**config.mk**
```make
export PLATFORM = sky130hd
export DESIGN_NAME = scan_mux
export DESIGN_NICKNAME = d
export VERILOG_FILES = /design/src/rtl/scan_mux_pkg.sv /design/src/rtl/scan_mux_ctr.sv /design/src/rtl/scan_mux.sv
export SDC_FILE = /design/constraint.sdc
export NUM_CORES = 1
export LEC_CHECK = 0
export ABC_AREA = 1
export BUFFER_PORTS_ARGS = -buffer_cell sky130_fd_sc_hd__buf_2
export CAP_MARGIN = 20
export CORE_UTILIZATION = 45
export CTS_CLUSTER_SIZE = 28
export DETAILED_ROUTE_END_ITERATION = 12
export HOLD_SLACK_MARGIN = 0.12
export PLACE_DENSITY = 0.88
export SETUP_SLACK_MARGIN = 0.4
export SLEW_MARGIN = 5
export SYNTH_ARGS = -nofsm -noshare
export SYNTH_HDL_FRONTEND = slang
export SYNTH_SLANG_ARGS = --single-unit
```
**constraint.sdc**
```tcl
create_clock -name clk -period 1.8 [get_ports clk]
set_input_delay 0.18 -clock clk [delete_from_list [all_inputs] [get_ports clk]]
set_output_delay 0.18 -clock clk [all_outputs]
set_load 0.05 [all_outputs]
```
**src/rtl/scan_mux_pkg.sv**
```systemverilog
// Shared definitions for the scan_mux channel multiplexer: mode codes,
// scan state encoding and a select-width helper.
package scan_mux_pkg;

  localparam logic MODE_MANUAL = 1'b0;
  localparam logic MODE_SCAN   = 1'b1;

  typedef enum logic {
    SCAN_HOLD = 1'b0,
    SCAN_STEP = 1'b1
  } scan_state_e;

  // Index width for n items, never narrower than one bit.
  function automatic int sel_width(input int n);
    return (n <= 2) ? 1 : $clog2(n);
  endfunction

endpackage

```
**src/rtl/scan_mux_ctr.sv**
```systemverilog
// Dwell counter plus channel pointer for scan_mux; emits a registered wrap
// pulse on the edge where the pointer returns to channel 0.
module scan_mux_ctr
  import scan_mux_pkg::*;
#(
  parameter int CH    = 8,
  parameter int DWELL = 4,
  parameter int SW    = 3
) (
  input  logic          clk,
  input  logic          rst,
  input  logic          en,
  input  logic          load,
  input  logic [SW-1:0] load_val,
  output logic [SW-1:0] cur_sel,
  output logic          wrap
);

  localparam int CW = sel_width(DWELL);
  localparam logic [CW-1:0] CNT_LAST = CW'(DWELL - 1);
  localparam logic [SW-1:0] CH_LAST  = SW'(CH - 1);

  logic [CW-1:0] cnt_q, cnt_d;
  logic [SW-1:0] sel_q, sel_d;
  logic          wrap_q, wrap_d;
  scan_state_e   st;

  assign st = (cnt_q == CNT_LAST) ? SCAN_STEP : SCAN_HOLD;

  always_comb begin
    cnt_d  = cnt_q;
    sel_d  = sel_q;
    wrap_d = 1'b0;
    if (load) begin
      sel_d = load_val;
      cnt_d = '0;
    end else if (en) begin
      case (st)
        SCAN_HOLD: cnt_d = cnt_q + 1'b1;
        SCAN_STEP: begin
          cnt_d = '0;
          // an out-of-range pointer (left over from manual mode) also wraps
          if (sel_q >= CH_LAST) begin
            sel_d  = '0;
            wrap_d = 1'b1;
          end else begin
            sel_d = sel_q + 1'b1;
          end
        end
        default: cnt_d = '0;
      endcase
    end
  end

  always_ff @(posedge clk or posedge rst) begin
    if (rst) begin
      cnt_q  <= '0;
      sel_q  <= '0;
      wrap_q <= 1'b0;
    end else begin
      cnt_q  <= cnt_d;
      sel_q  <= sel_d;
      wrap_q <= wrap_d;
    end
  end

  assign cur_sel = sel_q;
  assign wrap    = wrap_q;

endmodule

```
**src/rtl/scan_mux.sv**
```systemverilog
// N-channel W-bit registered mux with active-low enable and auto-scan.
// Define SCAN_MUX_HOLD_EN to hold y (instead of clearing) when disabled or sel invalid.
module scan_mux
  import scan_mux_pkg::*;
#(
  parameter  int CH    = 8,
  parameter  int W     = 4,
  parameter  int DWELL = 4,
  localparam int SW    = sel_width(CH)
) (
  input  logic            clk,
  input  logic            rst,
  input  logic            g_l,
  input  logic            mode,
  input  logic [SW-1:0]   sel,
  input  logic [CH*W-1:0] d,
  output logic [W-1:0]    y,
  output logic            y_valid,
  output logic [SW-1:0]   cur_sel,
  output logic            wrap
);

`ifdef SCAN_MUX_HOLD_EN
  localparam logic HOLD = 1'b1;
`else
  localparam logic HOLD = 1'b0;
`endif

  localparam int NSLOT = 2**SW;

  // Pad to a power of two so any select value indexes safely.
  logic [W-1:0]     chan [NSLOT];
  logic [NSLOT-1:0] ch_ok;

  for (genvar k = 0; k < NSLOT; k++) begin : g_chan
    if (k < CH) begin : g_real
      assign chan[k]  = d[k*W +: W];
      assign ch_ok[k] = 1'b1;
    end else begin : g_pad
      assign chan[k]  = '0;
      assign ch_ok[k] = 1'b0;
    end
  end

  logic          load, en;
  logic [SW-1:0] idx;
  logic [W-1:0]  y_q, y_d;
  logic          vld_q, vld_d;

  assign load = !g_l && (mode == MODE_MANUAL);
  assign en   = !g_l && (mode == MODE_SCAN);
  assign idx  = load ? sel : cur_sel;

  scan_mux_ctr #(
    .CH   (CH),
    .DWELL(DWELL),
    .SW   (SW)
  ) u_ctr (
    .clk     (clk),
    .rst     (rst),
    .en      (en),
    .load    (load),
    .load_val(sel),
    .cur_sel (cur_sel),
    .wrap    (wrap)
  );

  always_comb begin
    y_d   = HOLD ? y_q : '0;
    vld_d = 1'b0;
    if (!g_l && ch_ok[idx]) begin
      y_d   = chan[idx];
      vld_d = 1'b1;
    end
  end

  always_ff @(posedge clk or posedge rst) begin
    if (rst) begin
      y_q   <= '0;
      vld_q <= 1'b0;
    end else begin
      y_q   <= y_d;
      vld_q <= vld_d;
    end
  end

  assign y       = y_q;
  assign y_valid = vld_q;

endmodule

```
==> results of run 1 <==
-- cells in the mapped netlist --
cell / n / area share
a31o_2: 1 / 0.0091
buf_6: 1 / 0.012
dfrtp_1: 11 / 0.29
ha_1: 3 / 0.039
inv_1: 31 / 0.12
inv_4: 1 / 0.0065
nand2_1: 31 / 0.12
nand2_2: 1 / 0.0065
nand2_4: 5 / 0.059
nand3_1: 30 / 0.16
nor2_1: 21 / 0.082
nor2_4: 2 / 0.023
o211ai_1: 1 / 0.0078
o21ai_0: 7 / 0.037
o21ai_1: 3 / 0.016
o21ai_2: 1 / 0.0091
o31ai_1: 1 / 0.0078
-- metal layers --
layer / global-route usage / up-vias
li1: - / 585
met1: 0.289 / 488
met2: 0.376 / 50
met3: 0.0222 / 8
met4: 0.167 / 0
met5: 0 / -
-- registers in the layout (all words and copies together), names as in the netlist --
name,count
u_ctr.cnt_q,2
y_valid,1
y,4
u_ctr.cur_sel,3
u_ctr.wrap,1
-- kinds of logic (layout without fill, tap and decap cells) --
logic type	count (synthesis)	in the layout	share of synthesized area
and+or+nand+nor	90	91	0.448
buffers and inverters	33	87	0.140
AOI/OAI and AO/OA	14	14	0.0861
DFF	11	11	0.287
adders and majority gates	3	3	0.0391
-- power by group through the flow --
stage,clock (uW),sequential [uW],combinational [uW]
after global routing,185,377,899
after detailed placement,0,359,683
final,168,370,821
after CTS,170,359,729
after global placement,0,356,673
after floorplan,0,524,352
-- layout make-up --
| type | instances | share of cell area |
|---|---|---|
| Multi-Input combinational cell | 108 | 0.453 |
| Tap cell | 27 | 0.0248 |
| Inverter | 32 | 0.0927 |
| Timing Repair Buffer | 51 | 0.206 |
| Clock buffer | 4 | 0.0193 |
| Sequential cell | 11 | 0.205 |
-- stage by stage --
step           cell area (sq um)  setup slack, ns  utilization  instances
2_1_floorplan                967            0.370            -        151
3_3_place_gp                1220            0.392        0.618        224
3_5_place_dp                1220            0.354        0.618        224
4_1_cts                     1300            0.398        0.656        230
5_1_grt                     1360            0.383        0.688        233
6_report                    1360            0.440        0.688        233
-- worst min-delay path, cell delays in order --
cell,delay [ns]
buf_2,0.13
nand3_1,0.08
nand2_1,0.04
-- path summary, 6_finish.rpt --
path,end,cells past startpoint,slack [ns]
setup / recovery,u_ctr.cur_sel[2]$_DFFE_PP0P_,6,0.44
hold / removal,u_ctr.cnt_q[1]$_DFFE_PP0P_,3,0.20
setup reg to reg,u_ctr.cur_sel[2]$_DFFE_PP0P_,6,0.44
hold reg to reg,u_ctr.cnt_q[1]$_DFFE_PP0P_,2,0.49
max in group asynchronous,u_ctr.cur_sel[2]$_DFFE_PP0P_,3,1.04
min in group asynchronous,y[0]$_DFF_PP0_,3,0.44
-- timing repair --
item / 4_1_cts / 5_1_grt
hold buffers: 1 / 0
resized for setup: 2 / 12
setup buffers: 1 / 2
cloned: 0 / 1
endpoints found under the hold margin: 11 / 0
setup endpoints to repair: 1 / 4
pin swaps: 0 / 4
==> results_dict.tcl, run 1 <==
set metrics [dict create \
    regArea_sq_um 279 \
    drive_gt1_frac 0.374 \
    fp-row-count 16 \
    num_antenna_cells 0 \
    fin_skew_ns 0.00145 \
    period_needed_ns 1.36 \
    antenna_left 0 \
    synthToLayoutAreaGrowth_pct 42.1 \
    powerDensity_nw_per_um2 996 \
    io_pins 48 \
    dr_wl_met3_um 134 \
    endpoint_kind "flip-flop" \
    slew_viol_final 0 \
    cts_buffers 3 \
    hold_viol_final 0 \
    slowest_stage "dfrtp_2" \
    worst_pin_slew_ns 0.431 \
    fp.dieArea_sq_um 2320 \
    crit_arrival_ns 1.55 \
    p_sw_uw 669 \
    ys_types 17 \
    filler_cell_count 176 \
    final_cell_mix "buf_2 (47), inv_1 (30), nand3_1 (30), nand2_1 (29), nor2_1 (20)" \
    pwr-share-seq 0.272 \
    synth_nets 193 \
    cts_root_buf "clkbuf_4" \
    multi_input_area_sq_um 618 \
    cts_buffer_depth 2 \
    wl_met2_um 1260 \
    drt-total-wl_um 2580 \
    drtPass1Iterations 4 \
    io_buffers 47 \
    power.total_uw 1360 \
    fin_tns_setup_ns 0 \
    crit_start "u_ctr.cur_sel[1]$_DFFE_PP0P_" \
    path_cells "ha_4 -> ha_4 -> a31o_4 -> o21ai_2 -> nand2_1 -> o21ai_2" \
    insertion_delay_ns 0.27 \
    top_layer_used "met4" \
    status "finished, final reports clean" \
    met1_length_um 1090 \
    worst_ir_drop_vdd_v 0.000541 \
    p_leak_uw 0.000807 \
    path_clk_slew_ns 0.07 \
    wl_per_cell_um 11.1 \
    fmax_ghz 0.736 \
    antenna_found_initial 0 \
    dp_hpwl_um 1850 \
    seq_area_frac_synth 0.287 \
    fp.dieW_um 48.2 \
    swShare 0.493 \
    overflow 0 \
    path_delay_family "flip-flops" \
    first_iter_violations 31 \
    hp-start "mode" \
    max-slew-margin-rel 0.713 \
    finalCritPeriodShare 0.755 \
    synth-seq-cells 11 \
    drc 0 \
    setup_violations 0 \
    grt_max_degree 13 \
    die_y_um 48.2 \
    crit_path_start_kind "flip-flop" \
    rsz0062_at_grt "yes" \
    start_util 0.484 \
    cts_tree "yes" \
    viasPerCell 4.85 \
    power_frac_comb 0.604 \
    first_global_vias 907 \
    clock_sinks 11 \
    synth_area_sq_um 960 \
    hp-class "in -> reg" \
    r2r-start "u_ctr.cur_sel[1]$_DFFE_PP0P_" \
    crit_type "reg -> reg" \
    cpPeakStageDelay_ns 0.48 \
    drv_cap 0 \
    core-area_sq_um 1980 \
    power.share.clock 0.123 \
    final_common_cell "buf_2" \
    track_usage 0.233 \
    grt_pass1_wl_um 3680 \
    internal_power_uw 689 \
    num_vias 1131 \
    htree_levels 1 \
    place_congestion 0.858 \
    hold_ws_ns 0.203 \
    cp.buffers_inverters 0 \
    avgSynthCellArea_sq_um 6.36 \
    critPathRequiredTime_ns 2.00 \
    crit_fanout 6 \
    ys_warn_count 0 \
    layout.nets 249 \
    synthCells 151 \
]
(Power assumes the default switching activity.)
==> inputs of run 2 (changes only) <==
==> constraint.sdc (replaced) <==
create_clock -name clk -period 1.42 [get_ports clk]
set_input_delay 0.142 -clock clk [delete_from_list [all_inputs] [get_ports clk]]
set_output_delay 0.142 -clock clk [all_outputs]
set_load 0.05 [all_outputs]
==> run 2 against run 1 <==
Effect of this change: first-iteration DRC count increased by 16%; sequential share of layout area decreased by 3.4 points; clock skew increased by 0.0030 ns; worst setup slack got worse by 0.44 ns; register-to-register slack got worse by 0.44 ns; utilization increased by 14 points; clock power increased by 32%; global-route usage increased by 3.0 points; highest routed layer unchanged.
==> results_dict.tcl, run 2 (synthesis gave the netlist of run 1 again) <==
set metrics [dict create \
    fmax_ghz 0.706 \
    endpoint_kind "flip-flop" \
    drc 0 \
    clock_sinks 11 \
    place_congestion 0.795 \
    grt_pass1_wl_um 4200 \
    powerDensity_nw_per_um2 1260 \
    fin_skew_ns 0.00448 \
    drt-total-wl_um 3490 \
    cts_root_buf "clkbuf_4" \
    met1_usage 0.296 \
    crit_arrival_ns 1.58 \
    finalCritPeriodShare 0.998 \
    overflow 0 \
    slew_viol_final 0 \
    top_usage_layer "met2" \
    status "finished, final reports clean" \
    placed_area_sq_um 1260 \
    path_clk_slew_ns 0.08 \
    regArea_sq_um 282 \
    io_buffers 47 \
    num_vias 1269 \
    worst_ir_drop_vdd_v 0.000772 \
    viasPerCell 5.33 \
    fin_tns_setup_ns 0 \
    critPathRequiredTime_ns 1.58 \
    cts_buffer_depth 2 \
    multi_input_area_sq_um 816 \
    max-slew-margin-rel 0.718 \
    final_common_cell "buf_2" \
    final_cell_area_sq_um 1650 \
    hold_ws_ns 0.182 \
    fp.dieW_um 48.2 \
    first_iter_violations 36 \
    filler_cell_count 112 \
    drtPass1Iterations 4 \
    crit_type "reg -> reg" \
    rsz0062_at_grt "yes" \
    grt_max_degree 12 \
    start_util 0.484 \
    grt_util_met2 0.507 \
    largest_reg_flops 4 \
    crit_fanout 6 \
    first_global_vias 1032 \
    met3_usage 0.0222 \
    worst_pin_slew_ns 0.422 \
    hold_viol_final 0 \
    antenna_found_initial 0 \
    io_pins 48 \
    cts_tree "yes" \
    power.total_uw 2080 \
    drive_gt1_frac 0.512 \
    num_antenna_cells 0 \
    final_cell_mix "buf_2 (40), inv_1 (30), nand3_1 (19), nand2_1 (19), nor2_1 (17)" \
    setup_violations 0 \
    dp_hpwl_um 2020 \
    synthToLayoutAreaGrowth_pct 71.7 \
    fp.dieArea_sq_um 2320 \
    drv_cap 0 \
    layout.nets 254 \
    period_needed_ns 1.42 \
    p_leak_uw 0.000904 \
    insertion_delay_ns 0.27 \
    cts_buffers 3 \
    hp-class "in -> reg" \
    crit_path_start_kind "flip-flop" \
    core-area_sq_um 1980 \
    fp-row-count 16 \
    wl_per_cell_um 14.6 \
    track_usage 0.263 \
    die_y_um 48.2 \
    htree_levels 1 \
    antenna_left 0 \
]
## run 2: what timing repair did
| item | CTS | global route |
|---|---|---|
| resized for setup | 18 | 53 |
| endpoints found under the hold margin | 11 | 0 |
| hold buffers | 1 | 0 |
| pin swaps | 4 | 21 |
| setup buffers | 4 | 2 |
| setup endpoints to repair | 11 | 15 |
| gates cloned | 1 | 1 |
## run 2: final cells by class
| class | instances | area share |
|---|---|---|
| sequential | 11 | 0.171 |
| multi-input combinational | 109 | 0.495 |
| tap | 27 | 0.0205 |
| clock buffer | 4 | 0.0159 |
| timing repair buffer | 55 | 0.216 |
| inverter | 32 | 0.0820 |
## run 2: power breakdown
part / total, uW / internal [uW] / switching [uW]
combinational: 1370 / 531 / 840
clock: 222 / 109 / 113
sequential: 483 / 391 / 91.3
## run 2: routing by layer
metal	up-vias	wire length, um
li1	600	-
met1	591	1320
met2	62	1870
met3	16	167
met4	0	129
met5	-	0
## run 2: metrics by stage
stage / setup slack, ns / utilization / instances
after global placement: 0.0891 / 0.638 / 225
after global routing: -0.0497 / 0.831 / 238
after detailed placement: 0.00644 / 0.638 / 225
after CTS: 0.0661 / 0.717 / 235
final: 0.00297 / 0.831 / 238
after floorplan: 0.00527 / - / 151
## run 2: path summary, 6_finish.rpt
| path | start | to | cells after the start | slack, ns |
|---|---|---|---|---|
| max | u_ctr.cur_sel[0]$_DFFE_PP0P_ | y[2]$_DFF_PP0_ | 9 | 0.003 |
| min | mode | u_ctr.cnt_q[1]$_DFFE_PP0P_ | 3 | 0.18 |
| max reg2reg | u_ctr.cur_sel[0]$_DFFE_PP0P_ | y[2]$_DFF_PP0_ | 9 | 0.003 |
| min reg2reg | u_ctr.cnt_q[1]$_DFFE_PP0P_ | u_ctr.cnt_q[1]$_DFFE_PP0P_ | 2 | 0.62 |
| max in group asynchronous | rst | u_ctr.cur_sel[0]$_DFFE_PP0P_ | 3 | 0.69 |
| min in group asynchronous | rst | y[2]$_DFF_PP0_ | 3 | 0.40 |
## run 2: worst max-delay path, cell delays in order (launching register included)
cell and delay [ns]:
dfrtp_4 0.51, buf_12 0.15, clkinv_8 0.06, nand2_8 0.08, nand2_8 0.11, nand2_2 0.06, nand3_2 0.06, nand3_1 0.12
nand2_1 0.11, nor2_1 0.05
